### src/rtl/dsp48a1_pkg.sv
// Shared constants and types for the DSP48A1 MAC sequencer.
// OPMODE encodings, FSM states and default slice latencies.
package dsp48a1_pkg;

  localparam logic [7:0] OPM_ZERO = 8'h00;
  localparam logic [7:0] OPM_MUL  = 8'h01;
  localparam logic [7:0] OPM_MAC  = 8'h09;

  localparam int DEF_MULT_LAT = 2;
  localparam int DEF_P_LAT    = 1;
  localparam int DEF_OPM_DLY  = 1;

  typedef enum logic [1:0] {
    S_IDLE,
    S_FEED,
    S_DRAIN,
    S_DONE
  } state_t;

  typedef enum logic [1:0] {
    OPC_NONE,
    OPC_MUL,
    OPC_MAC
  } opc_t;

  function automatic logic [7:0] opm_of(input logic [1:0] c);
    logic [7:0] r;
    r = OPM_ZERO;
    if (c == OPC_MUL) r = OPM_MUL;
    if (c == OPC_MAC) r = OPM_MAC;
    return r;
  endfunction

endpackage

### src/rtl/dsp48a1_mac_sequencer_dsp_adv_delay.sv
// Advance-gated shift register: moves one slot only on i_adv,
// so its contents stay in step with a stallable slice pipeline.
module dsp_adv_delay #(
  parameter int W = 2,
  parameter int D = 1
) (
  input  logic         i_clk,
  input  logic         i_rst,
  input  logic         i_adv,
  input  logic [W-1:0] i_d,
  output logic [W-1:0] o_q
);

  logic [W-1:0] r_sr [D];

  always_ff @(posedge i_clk or posedge i_rst) begin
    if (i_rst) begin
      for (int i = 0; i < D; i++) r_sr[i] <= '0;
    end else if (i_adv) begin
      r_sr[0] <= i_d;
      for (int i = 1; i < D; i++) r_sr[i] <= r_sr[i-1];
    end
  end

  assign o_q = r_sr[D-1];

endmodule

### src/rtl/dsp48a1_mac_sequencer.sv
// Drives one DSP48A1 slice as a signed 18x18 MAC engine:
// streams a job of operand pairs in, drains, returns the sum.
module dsp48a1_mac_sequencer
  import dsp48a1_pkg::*;
#(
  parameter int LEN_W    = 16,
  parameter int MULT_LAT = DEF_MULT_LAT,
  parameter int P_LAT    = DEF_P_LAT,
  parameter int OPM_DLY  = DEF_OPM_DLY
) (
  input  logic             CLK,
  input  logic             RST,
  input  logic             start,
  input  logic [LEN_W-1:0] len,
  output logic             busy,
  output logic             done,
  input  logic             op_valid,
  output logic             op_ready,
  input  logic [17:0]      op_a,
  input  logic [17:0]      op_b,
  output logic [17:0]      dsp_A,
  output logic [17:0]      dsp_B,
  output logic [7:0]       dsp_OPMODE,
  output logic             dsp_CE,
  input  logic [47:0]      dsp_P,
  output logic [47:0]      result,
  output logic             result_valid
);

  localparam logic [7:0] DRN = 8'(MULT_LAT + P_LAT);

  state_t           r_state;
  state_t           w_next;
  logic [LEN_W-1:0] r_len;
  logic [LEN_W-1:0] r_cnt;
  logic [7:0]       r_drn;
  logic [47:0]      r_result;
  logic             w_feed;
  logic             w_drain;
  logic             w_xfer;
  logic             w_last;
  logic             w_adv;
  logic [1:0]       w_code_d;
  logic [1:0]       w_code_q;

  assign w_feed  = (r_state == S_FEED);
  assign w_drain = (r_state == S_DRAIN);
  assign w_xfer  = w_feed && op_valid;
  assign w_last  = (r_cnt == r_len - 1'b1);
  assign w_adv   = w_xfer || w_drain;

  // Z=0 only for the first pair; drain slots carry MAC so P is kept.
  assign w_code_d = (w_feed && r_cnt == '0) ? OPC_MUL : OPC_MAC;

  dsp_adv_delay #(
    .W (2),
    .D (OPM_DLY)
  ) u_opm_dly (
    .i_clk (CLK),
    .i_rst (RST),
    .i_adv (w_adv),
    .i_d   (w_code_d),
    .o_q   (w_code_q)
  );

  always_ff @(posedge CLK or posedge RST) begin
    if (RST) r_state <= S_IDLE;
    else     r_state <= w_next;
  end

  always_comb begin
    w_next = r_state;
    unique case (r_state)
      S_IDLE: begin
        if (start) w_next = (len != '0) ? S_FEED : S_DONE;
      end
      S_FEED: begin
        if (w_xfer && w_last) w_next = S_DRAIN;
      end
      S_DRAIN: begin
        if (r_drn == 8'd1) w_next = S_DONE;
      end
      S_DONE: begin
        w_next = S_IDLE;
      end
      default: w_next = S_IDLE;
    endcase
  end

  always_ff @(posedge CLK or posedge RST) begin
    if (RST) begin
      r_len <= '0;
      r_cnt <= '0;
      r_drn <= '0;
    end else begin
      if (r_state == S_IDLE && start) begin
        r_len <= len;
        r_cnt <= '0;
      end
      if (w_xfer) begin
        r_cnt <= r_cnt + 1'b1;
        if (w_last) r_drn <= DRN;
      end
      if (w_drain) r_drn <= r_drn - 8'd1;
    end
  end

  // Captured on entry to DONE so it is valid together with done.
  always_ff @(posedge CLK or posedge RST) begin
    if (RST) begin
      r_result <= '0;
    end else if (r_state == S_IDLE && start && len == '0) begin
      r_result <= '0;
    end else if (w_drain && r_drn == 8'd1) begin
      r_result <= dsp_P;
    end
  end

  assign busy         = (r_state != S_IDLE);
  assign done         = (r_state == S_DONE);
  assign result_valid = done;
  assign op_ready     = w_feed;
  assign dsp_CE       = w_adv;
  assign dsp_A        = op_a;
  assign dsp_B        = op_b;
  assign dsp_OPMODE   = opm_of(w_code_q);
  assign result       = r_result;

endmodule

### config.mk
export PLATFORM = sky130hd
export DESIGN_NAME = dsp48a1_mac_sequencer
export DESIGN_NICKNAME = d
export VERILOG_FILES = /design/src/rtl/dsp48a1_pkg.sv /design/src/rtl/dsp48a1_mac_sequencer_dsp_adv_delay.sv /design/src/rtl/dsp48a1_mac_sequencer.sv
export SDC_FILE = /design/constraint.sdc
export NUM_CORES = 1
export LEC_CHECK = 0
export CELL_PAD_IN_SITES_DETAIL_PLACEMENT = 1
export CELL_PAD_IN_SITES_GLOBAL_PLACEMENT = 1
export CORE_ASPECT_RATIO = 1.25
export CORE_MARGIN = 5
export CORE_UTILIZATION = 32
export CTS_CLUSTER_DIAMETER = 150
export DETAILED_ROUTE_END_ITERATION = 8
export GPL_ROUTABILITY_DRIVEN = 0
export PLACE_DENSITY = 0.78
export SLEW_MARGIN = 30
export SYNTH_ARGS = -nofsm -noshare
export SYNTH_HDL_FRONTEND = slang
export SYNTH_HIERARCHICAL = 1
export SYNTH_SLANG_ARGS = --single-unit
### constraint.sdc
create_clock -name CLK -period 3.5 [get_ports CLK]
set_input_delay 0.7 -clock CLK [delete_from_list [all_inputs] [get_ports CLK]]
set_output_delay 0.7 -clock CLK [all_outputs]
set_load 0.01 [all_outputs]
==> results.toml, run 1 <==
[clock_network]
cts_made_buffers = 9
clock_latency_ns = 0.34
cts_hold_buf = 0
cts-root-buf = "clkbuf_16"
clock-sinks = 92
cts_tree = "done"
clkTransAtPathRegs_ns = 0.07
max-clock-path-buffers = 2
postCtsResizedCells = 0
cts-htree-levels = 3
cts_setup_buffers = 0

[synth]
yosysWarnings = 6
ys_ff_latch = 92
synth_area_leaders = "dfrtp_1 (47%), nand2_1 (8.8%), buf_4 (6.5%), a21oi_1 (5.7%), mux2_2 (4.1%)"
synth.top_cell.area_share_pct = 46.7
synth_cells = 540
synth_cell_types = 52
seq_area_frac_synth_pct = 46.7
avgSynthCellArea_um2 = 9.13
syn_area_um2 = 4930
ys_async_sr_fraction_pct = 100
dominantRegCellSynth = "dfrtp_1"
synth_edf_count = 0
synth_top_area_cell = "dfrtp_1"

[drt]
via_count = 4178
first_pass_iters = 4
drc_errors = 0
wl_mm = 14.6
drt-initial-drc-count = 146
postRouteAntennaNets = 0
vias_per_cell = 5.05
wl_per_cell_um = 17.7

[timing]
max_slew_margin_pct = 52.6
layout_min_cycle_time_ns = 3.24
drv_slew = 0
tightest_slew_ns = 0.701
fin_tns_setup_ns = 0
fin_skew_ns = 0.00542
finalSetupViolCount = 0
period_share_pct = 92.6
fmax_mhz = 308
rsz0062_at_grt = "no"
finalHoldViolations = 0
timing.hold.ws_ns = 0.524

[final_layout]
fin_nets = 730
diodes = 0
fin_cells = 827
postLayoutCoreUtil_pct = 42.1
mostFrequentLayoutCells = "clkdlybuf4s50_1 (122), nand2_1 (115), dfrtp_1 (92)"
layout_commonest_cell = "clkdlybuf4s50_1"
area_growth_pct = 28.9
drive_above_1_share_pct = 7.75

[setup_path]
critPathMaxFanout = 8
crit_path_start_kind = "flop"
required_ns = 3.72
slowest_stage = "or4b_1"
endpoint_kind = "flop"
worstPathArrival_ns = 3.46
crit_chain = "inv_1 -> ha_1 -> or4b_1 -> nor4_1 -> xor2_1 -> a311oi_1 -> or4_4 -> nor2_1 -> nor2_1"
max_stage_delay_ns = 0.64
cp_common_cell = "nor2_1"
worstSetupPathType = "reg2reg"

[place]
place_inst = 812
dp_hpwl_mm = 10.7
io_buffers = 122

[min_path]
holdCritPathClass = "reg2reg"

[global_route]
gr-total-overflow = 0
grt_usage_pct = 16.6
grt_pass1_wl_mm = 23.7
grt_pass1_vias = 4569
grt_max_degree = 54
antenna_found_initial = 0

[floorplanning]
start_util_pct = 32.7
core_area_um2 = 15100
ios = 201
die_y_um = 149
rows = 50
dieWidth_um = 121
dieArea_um2 = 18000

[power_and_ir_drop]
peakVddDrop_mv = 0.210
powerDensity_nw_per_um2 = 550
p_leak_nw = 2.65

[run]
max_cap_violations = 0

[status]
outcome = "completed"
## through the flow
stage	total power, mW	setup WS [ns]	cell area, µm²
detailed placement	2.58	0.310	6070
finish	3.49	0.258	6350
global route	3.72	0.0900	6350
floorplan	2.20	0.465	4950
CTS	3.54	0.271	6350
global placement	2.51	0.463	6070
## synthesized netlist by cell type, types with 3 or more instances
cell type,count
o211ai_1,5
or2_2,3
mux2_2,18
nand2b_1,4
ha_1,11
xnor2_1,14
a21oi_1,56
a211oi_1,3
nor3_1,11
a31oi_1,3
nand2_1,115
and2_1,3
buf_1,4
nor2_1,20
mux2i_1,5
clkbuf_1,21
xor2_1,8
nor4_1,11
and3_1,6
o31ai_1,4
nand3_1,10
inv_1,18
o21ai_0,16
nand4_1,5
dfrtp_1,92
buf_4,43
## critical path: cells and delay by family (launching register included)
family                   cells  cell delay, ns
flip-flops                   1            0.46
buffers and inverters        1            0.10
AND/OR/NAND/NOR              5            1.96
XOR/XNOR                     1            0.21
AO/OA/AOI/OAI                1            0.11
adder cells (fa/ha/maj)      1            0.28
## report_power, final
part	switching (mW)	leakage, nW	total (mW)	internal (mW)
combinational	0.551	1.56	1.10	0.548
sequential	0.241	0.957	1.46	1.22
clock	0.430	0.131	0.930	0.500
total	1.22	2.65	3.49	2.27
## per-layer routing
layer / share of wire [%] / track usage (%) / vias to the layer above
li1: - / - / 1943
met5: 0 / 0 / -
met1: 39 / 18.6 / 2065
met3: 9.1 / 6.53 / 18
met4: 2.0 / 6.07 / 0
met2: 50 / 28.4 / 152
## kinds of logic (layout without fill, tap and decap cells)
logic type               count (synthesis)  after routing  share of synthesized area (%)
AO/OA/AOI/OAI                          103            103                           12.7
XOR/XNOR                                22             22                           3.91
adder cells (fa/ha/maj)                 11             11                           2.79
buffers and inverters                   87            161                           9.92
flip-flops                              92             92                           46.7
multiplexers                            23             23                           5.13
other                                    1              6                         0.0761
AND/OR/NAND/NOR                        201            201                           18.8
## final cells by class
type	count	area (µm²)
multi-input cells	366	2160
clock buffers	10	239
repair buffers	128	1280
flip-flops and latches	92	2300
fillers	1730	8720
clock inverters	5	37.5
well taps	208	260
inverters	18	70.1
## sequential cells by signal (all words and copies together) (netlist names)
register,flops
r_cnt,16
r_drn,8
r_len,16
r_state,2
result,48
u_opm_dly/o_q,2
## path summary, 6_finish.rpt
path                                  from               end  slack, ns  cells after the start
worst max-delay path              r_len[0]          r_drn[5]       0.26                      9
worst min-delay path            result[37]        result[37]       0.52                      2
worst max register to register    r_len[0]          r_drn[5]       0.26                      9
worst min register to register  result[37]        result[37]       0.52                      2
max in group asynchronous              RST        result[30]       1.94                      3
min in group asynchronous              RST  u_opm_dly/o_q[0]       0.61                      2
Note: power is estimated with default switching activity, not from simulation.
==> inputs of run 2 (changes only) <==
--- a/config.mk
+++ b/config.mk
@@ -13,6 +13,7 @@
 export CTS_CLUSTER_DIAMETER = 150
 export DETAILED_ROUTE_END_ITERATION = 8
 export GPL_ROUTABILITY_DRIVEN = 0
+export GPL_TIMING_DRIVEN = 0
 export PLACE_DENSITY = 0.78
 export SLEW_MARGIN = 30
 export SYNTH_ARGS = -nofsm -noshare
==> results.toml, run 2 (same netlist as run 1, synthesis figures left out) <==
[status]
outcome = "completed"

[power_and_ir_drop]
p_clk_share_pct = 27.4
powerDensity_nw_per_um2 = 518
total_power_mw = 3.69
swShare_pct = 34.1
p_int_mw = 2.43
comb_power_share_pct = 32.9
pwr-share-seq_pct = 39.7
power_switching_mw = 1.26
peakVddDrop_mv = 0.284
p_leak_nw = 3.03

[timing]
fin_tns_setup_ns = 0
fin_skew_ns = 0.00691
tightest_slew_ns = 0.717
fmax_mhz = 304
finalHoldViolations = 0
timing.hold.ws_ns = 0.521
worst_slack_ns = 0.211
max_slew_margin_pct = 51.9
period_share_pct = 94.0
drv_slew = 0
finalSetupViolCount = 0
rsz0062_at_grt = "no"
layout_min_cycle_time_ns = 3.29

[final_layout]
multiInputGateArea_um2 = 2160
mostFrequentLayoutCells = "clkdlybuf4s50_1 (158), nand2_1 (115), dfrtp_1 (92)"
fillers = 1736
diodes = 0
regArea_um2 = 2300
drive_above_1_share_pct = 12.1
stdcell_area_um2 = 7130
fin_nets = 830
largest_reg_flops = 48
area_growth_pct = 44.6
layout_commonest_cell = "clkdlybuf4s50_1"

[drt]
vias_per_cell = 4.83
first_pass_iters = 4
postRouteAntennaNets = 0
drt-initial-drc-count = 193
wl_mm = 15.7
via_count = 4478
drc_errors = 0
wl_per_cell_um = 17.0

[setup_path]
crit_chain = "inv_1 -> ha_1 -> or4b_1 -> clkbuf_1 -> nor4_2 -> o2111ai_1 -> a2111o_1 -> or4_4 -> a21o_1 -> mux2i_1"
critPathTopFamily = "simple AND/OR/NAND/NOR gates"
critPathMaxFanout = 8
timing.critical_path.buf_inv = 2
required_ns = 3.74
worstSetupPathType = "reg2reg"
max_stage_delay_ns = 0.49
endpoint_kind = "flop"
crit_path_start_kind = "flop"
worstPathArrival_ns = 3.52
slowest_stage = "dfrtp_1"

[place]
dp_hpwl_mm = 12.3
placed_cell_area_um2 = 6820
dp_slack_ns = 0.200
io_buffers = 158

[floorplanning]
core_area_um2 = 15100
die_y_um = 149
dieWidth_um = 121
ios = 201
start_util_pct = 32.7
dieArea_um2 = 18000
rows = 50

[clock_network]
clock_latency_ns = 0.35
clkTransAtPathRegs_ns = 0.07
cts_tree = "done"
cts_made_buffers = 9
cts-root-buf = "clkbuf_16"
cts_setup_buffers = 0
clock-sinks = 92
max-clock-path-buffers = 2
cts-htree-levels = 3
cts_hold_buf = 0
postCtsResizedCells = 0

[global_route]
grt_max_degree = 54
grt_usage_pct = 17.6
grt_pass1_wl_mm = 25.1
grt_pass1_vias = 4932
antenna_found_initial = 0
gr-total-overflow = 0

[min_path]
holdCritPathClass = "reg2reg"

[run]
max_cap_violations = 0
[run 2: worst paths after layout]
kind / slack (ns) / startpoint / to / depth (start not counted)
worst max-delay path: 0.21 / r_len[0] / r_state[0] / 10
max in group asynchronous: 2.14 / RST / result[31] / 3
worst min register to register: 0.52 / u_opm_dly/o_q[0] / u_opm_dly/o_q[0] / 1
min in group asynchronous: 0.63 / RST / u_opm_dly/o_q[1] / 2
worst max register to register: 0.21 / r_len[0] / r_state[0] / 10
worst min-delay path: 0.52 / u_opm_dly/o_q[0] / u_opm_dly/o_q[0] / 1
[run 2: final cells by class]
class / count / area share [%]
Clock inverter: 4 / 0.667
Buffer: 69 / 5.91
Multi-Input combinational cell: 366 / 30.3
Timing Repair Buffer: 159 / 22.6
Clock buffer: 12 / 3.60
Inverter: 18 / 1.02
Tap cell: 208 / 3.65
Sequential cell: 92 / 32.3
[run 2: power by group through the flow]
stage | clock (mW) | combinational [mW] | sequential (mW)
after global placement | 0 | 1.14 | 1.46
after global routing | 1.09 | 1.33 | 1.49
after floorplan | 0 | 0.806 | 1.39
final | 1.01 | 1.21 | 1.47
after CTS | 1.03 | 1.23 | 1.46
after detailed placement | 0 | 1.21 | 1.48
[run 2: through the flow]
stage / utilization (%) / cells
CTS: 47.3 / 928
floorplan: - / 545
global route: 47.3 / 928
detailed placement: 45.3 / 912
finish: 47.3 / 928
global placement: 45.0 / 911
[run 2: routing by layer]
layer	vias up	wire length [µm]	part of all wire, %	GRT usage (%)
met5	-	0	0	0
met4	0	301	1.9	6.92
met1	2183	5640	36	18.3
met2	139	8270	53	31.2
met3	18	1530	9.7	7.40
li1	2138	-	-	-
==> patch 1, RTL diff (flow settings as in run 1) <==
Change the parameter `LEN_W` from 16 to 64.
--- a/src/rtl/dsp48a1_mac_sequencer.sv
+++ b/src/rtl/dsp48a1_mac_sequencer.sv
@@ -3,7 +3,7 @@
 module dsp48a1_mac_sequencer
   import dsp48a1_pkg::*;
 #(
-  parameter int LEN_W    = 16,
+  parameter int LEN_W    = 64,
   parameter int MULT_LAT = DEF_MULT_LAT,
   parameter int P_LAT    = DEF_P_LAT,
   parameter int OPM_DLY  = DEF_OPM_DLY
Ports: changed (resized len); port bits go from 201 to 249. No check against the original RTL was run, so the function may have changed too.
==> patch 1 against run 1 <==
- the flow now finishes with violations (negative setup slack)
- wire length rose to 2.7 times the old value
- total power grew to 2.9 times the old value
- highest routed layer unchanged
- sequential share of layout area decreased by 3.9 points
- core utilization up 0.17 points
- sequential cell count grew 96
- clock skew is 0.015 ns higher
- non-clock buffer count grew 176
- worst setup slack got worse by 0.54 ns
- critical path type unchanged
- final area grew 130%
- area after synthesis rose by 130%
==> patch 1: results (changes against run 1) <==
[grt]
grt_use_total_pct=20.1  ; was 16.6%
grt_pass1_wl_mm=61.8  ; was 23.7 mm
grt_pass1_vias=11000  ; was 4569
grtUsageMet1_pct=22.8  ; was 18.6%
grt_max_degree=123  ; was 54

[sta]
setup_viol=10  ; was 0
fin_setup_tns_ns=-2.38  ; was 0 ns
timing.final.ws_setup_ns=-0.282  ; was 0.258 ns
slew_headroom_pct=43.1  ; was 52.6%

[setup_path]
rr_worst_depth=10  ; was 9
cp.arrival_ns=4.13  ; was 3.46 ns
critical_path.max_fanout=5  ; was 8
endpoint=r_state[1]$_DFFE_PP0P_  ; was r_drn[5]$_DFFE_PP0P_

[clock_tree]
ctsHtreeMaxLevel=4  ; was 3
post_cts_resize_count=4  ; was 0

[yosys]
syn_avg_cell_area_um2=9.29  ; was 9.13 µm²
synth_cell_type_count=59  ; was 52
synthTopCellsByArea=dfrtp_1, mux2_2, nand2_1  ; was dfrtp_1, nand2_1, buf_4
synth_commonest_cells=dfrtp_1, nand2_1, nand3_1  ; was nand2_1, dfrtp_1, a21oi_1
seq_area_frac_synth_pct=42.3  ; was 46.7%

[routing]
drtIter0Drc=547  ; was 146
avgRoutedWirePerCell_um=20.4  ; was 17.7 µm

[pwr]
vdd_drop_max_v=0.000317  ; was 0.000210 V
power_density_mw_per_mm2=699  ; was 550 mW/mm²
leakage_nw=6.01  ; was 2.65 nW

[status]
violations=negative setup slack
outcome=finished, violations left  ; was complete, no violations

[final_layout]
ff_latch_area_mm2=0.00470  ; was 0.00230 mm²
clock_area_share_pct=4.18  ; was 4.35%
signal_buffers=304  ; was 128
multi_input_area_mm2=0.00583  ; was 0.00216 mm²

[place]
portBuffers=170  ; was 122
dp_cells=1870  ; was 812

[die]
start_util_pct=32.3  ; was 32.7%

[min_path]
hold_class=in -> async  ; was reg -> reg

[patch 1: changes by cell type after synthesis, sizes merged, moves of 15 or more]
cell / change
dfrtp: +96
nand4: +35
nor3: +22
nand2: +51
nor4: +52
xnor2: +37
and3: +15
clkbuf: +29
nor2: +21
o21ai: +37
xor2: +31
mux2: +49
mux2i: +18
nand3: +62
[patch 1: logic make-up (layout without fill, tap and decap cells)]
family | count (synthesis) | in the layout | share of synthesized area (%)
AO/OA/AOI/OAI | 183 | 183 | 10.3
XOR/XNOR | 90 | 90 | 7.10
adder cells (fa/ha/maj) | 11 | 11 | 1.24
buffers and inverters | 126 | 360 | 5.91
flip-flops | 188 | 188 | 42.3
multiplexers | 90 | 90 | 8.86
other | 1 | 6 | 0.0338
AND/OR/NAND/NOR | 507 | 507 | 24.2
[patch 1: worst min path at each step]
stage	start	endpoint	slack [ns]	depth (start not counted)
floorplan	RST	u_opm_dly/o_q[0]$_DFFE_PP0P_	0.44	1
global placement	r_drn[5]$_DFFE_PP0P_	r_drn[5]$_DFFE_PP0P_	0.47	1
detailed placement	r_drn[5]$_DFFE_PP0P_	r_drn[5]$_DFFE_PP0P_	0.49	1
CTS	RST	u_opm_dly/o_q[1]$_DFFE_PP0P_	0.49	2
global route	RST	u_opm_dly/o_q[1]$_DFFE_PP0P_	0.50	2
finish	RST	u_opm_dly/o_q[1]$_DFFE_PP0P_	0.50	2
[patch 1: worst max-delay path, cell delays in order (launching register included)]
cell and delay (ns):
dfrtp_1 0.38, or4_4 0.54, or4_4 0.51, or4_4 0.50
nor3_2 0.22, nor4_1 0.08, or4_1 0.45, nand4b_4 0.24
o41ai_4 0.34, o221ai_2 0.18, mux2i_1 0.23
==> patch 2, RTL diff (config.mk and constraints of run 1) <==
Without the edit above. The 4 states of `state_t` get a one-hot encoding in 4 bits.
--- a/src/rtl/dsp48a1_pkg.sv
+++ b/src/rtl/dsp48a1_pkg.sv
@@ -10,11 +10,11 @@
   localparam int DEF_P_LAT    = 1;
   localparam int DEF_OPM_DLY  = 1;
 
-  typedef enum logic [1:0] {
-    S_IDLE,
-    S_FEED,
-    S_DRAIN,
-    S_DONE
+  typedef enum logic [3:0] {
+    S_IDLE  = 4'b0001,
+    S_FEED  = 4'b0010,
+    S_DRAIN = 4'b0100,
+    S_DONE  = 4'b1000
   } state_t;
 
   typedef enum logic [1:0] {
Check against the original RTL: same outputs for any inputs over 10 cycles, from zero or initial values and one cycle with RST high; not proved beyond that.
==> patch 2 against run 1 <==
- worst setup slack improved by 0.23 ns
- sequential share of layout area up 0.30 points
- sequential cell count is 2 higher
- wire length fell by 4.3%
- die area is 0.61% higher
- core utilization down 0.43 points
- clock power up 8%
- final area rose by 1.4%
- final cell count increased by 1.3%
- area after synthesis increased by 0.66%
- global-route usage is 0.71 points lower
- total power fell by 4.8%
- fmax rose by 7.8%
- highest routed layer unchanged
==> patch 2: results (changes against run 1) <==
[place]
dp_slack_ns=0.528  ; was 0.310 ns
portBuffers=122  ; unchanged
place_area_mm2=0.00614  ; was 0.00607 mm²
dp_cells=822  ; was 812
dp_hpwl_mm=10.3  ; was 10.7 mm

[yosys]
syn_inst=545  ; was 540
synthTopCellsByArea=dfrtp_1, nand2_1, buf_4  ; unchanged
seq_area_frac_synth_pct=47.4  ; was 46.7%
synth_cell_type_count=50  ; was 52
yosysWarnings=6  ; unchanged
synth_commonest_cells=nand2_1, dfrtp_1, a21oi_1  ; unchanged
async_flop_share_pct=100  ; unchanged
ys.flop_type=dfrtp_1  ; unchanged

[sta]
fmax_mhz=332  ; was 308 MHz
slew_headroom_pct=51.0  ; was 52.6%
clock_skew_ns=0.00990  ; was 0.00542 ns

[setup_path]
r2r_end=r_state[1]$_DFFE_PP0P_  ; was r_drn[5]$_DFFE_PP0P_
rr_worst_depth=8  ; was 9
worstReg2RegStart=r_len[0]$_DFFE_PP0P_  ; unchanged
cp.arrival_ns=3.21  ; was 3.46 ns
cpMaxStageDelayCell=nor4b_1  ; was or4b_1
r2r_slack_ns=0.49  ; was 0.26 ns
critical_path.max_fanout=10  ; was 8

[final_layout]
antenna_cells=0  ; unchanged
ff_latch_area_mm2=0.00235  ; was 0.00230 mm²
fill_cells=1816  ; was 1730
fin_cells=838  ; was 827
drive_gt1_share_pct=8.63  ; was 7.75%
largest_register_ffs=48  ; unchanged
nNetsFinal=731  ; was 730

[grt]
grt_use_total_pct=15.9  ; was 16.6%
grt_max_degree=49  ; was 54
grt_pass1_vias=4611  ; was 4569
antenna_found_initial=0  ; unchanged
grt_pass1_wl_mm=23.1  ; was 23.7 mm

[routing]
route.final.wire_length_mm=14.0  ; was 14.6 mm
drtIter0Drc=126  ; was 146
first_pass_iters=4  ; unchanged
via_per_inst=5.00  ; was 5.05

[pwr]
vdd_drop_max_v=0.000186  ; was 0.000210 V
leakage_nw=2.66  ; was 2.65 nW

[min_path]
hold_class=reg -> reg  ; unchanged

[status]
outcome=complete, no violations  ; unchanged

[clock_tree]
post-cts-setup-buffers=0  ; unchanged
clk-insertion-delay-late_ns=0.34  ; about the same
post_cts_resize_count=0  ; unchanged

-- patch 2: cell count changes in the layout (fill, tap and decap cells not counted), sizes merged, moves of 4 or more --
cell,before,now
a21oi,56,49
ha,11,6
nand2,115,126
nand3,10,6
nor4b,2,7
o21bai,0,4
-- patch 2: report_power, final --
part | leakage, nW | internal [mW] | switching (mW)
logic | 1.53 | 0.473 | 0.430
clock network | 0.145 | 0.561 | 0.440
registers | 0.986 | 1.22 | 0.203
-- patch 2: layout make-up --
cell class | instances | area share, %
Clock inverter | 6 | 1.11
Clock buffer | 10 | 3.56
Timing Repair Buffer | 131 | 20.4
Sequential cell | 94 | 36.5
Multi-Input combinational cell | 366 | 33.1
Tap cell | 212 | 4.12
Inverter | 19 | 1.13
-- patch 2: how the worst min path moves through the flow --
stage,slack [ns],cells after the start,start,endpoint
4_1_cts,0.53,1,r_drn[1]$_DFFE_PP0P_,r_drn[1]$_DFFE_PP0P_
2_1_floorplan,0.44,1,RST,u_opm_dly/o_q[0]$_DFFE_PP0P_
3_5_place_dp,0.51,1,r_drn[1]$_DFFE_PP0P_,r_drn[1]$_DFFE_PP0P_
3_3_place_gp,0.49,1,r_drn[1]$_DFFE_PP0P_,r_drn[1]$_DFFE_PP0P_
5_1_grt,0.54,1,r_drn[1]$_DFFE_PP0P_,r_drn[1]$_DFFE_PP0P_
6_report,0.52,1,u_opm_dly/o_q[0]$_DFFE_PP0P_,u_opm_dly/o_q[0]$_DFFE_PP0P_
-- patch 2: routing by layer --
metal	share of wire [%]	wire (µm)	track usage, %	vias to the layer above
li1	-	-	-	1954
met1	38	5350	17.0	2088
met2	52	7280	28.3	117
met3	7.4	1040	5.39	27
met4	2.2	310	6.61	0
met5	0	0	0	-
-- patch 2: cells by family after synthesis --
family                     after synthesis  synth area share [%]
adders and majority gates                6                  1.51
DFF                                     94                  47.4
buffers and inverters                   90                  10.1
muxes                                   21                  4.69
and+or+nand+nor                        212                  20.2
xor gates and xnor gates                24                  4.24
other                                    1                0.0756
AOI/OAI and AO/OA                       97                  11.7
-- patch 2: worst reg2reg max path, stage by stage, from the launching register on --
cell and delay, ns:
dfrtp_1 0.45, inv_1 0.09, ha_1 0.29, nor4b_1 0.64, nand2b_1 0.16, a211oi_1 0.28, o22ai_1 0.17, nor4_4 0.64
o22ai_1 0.16
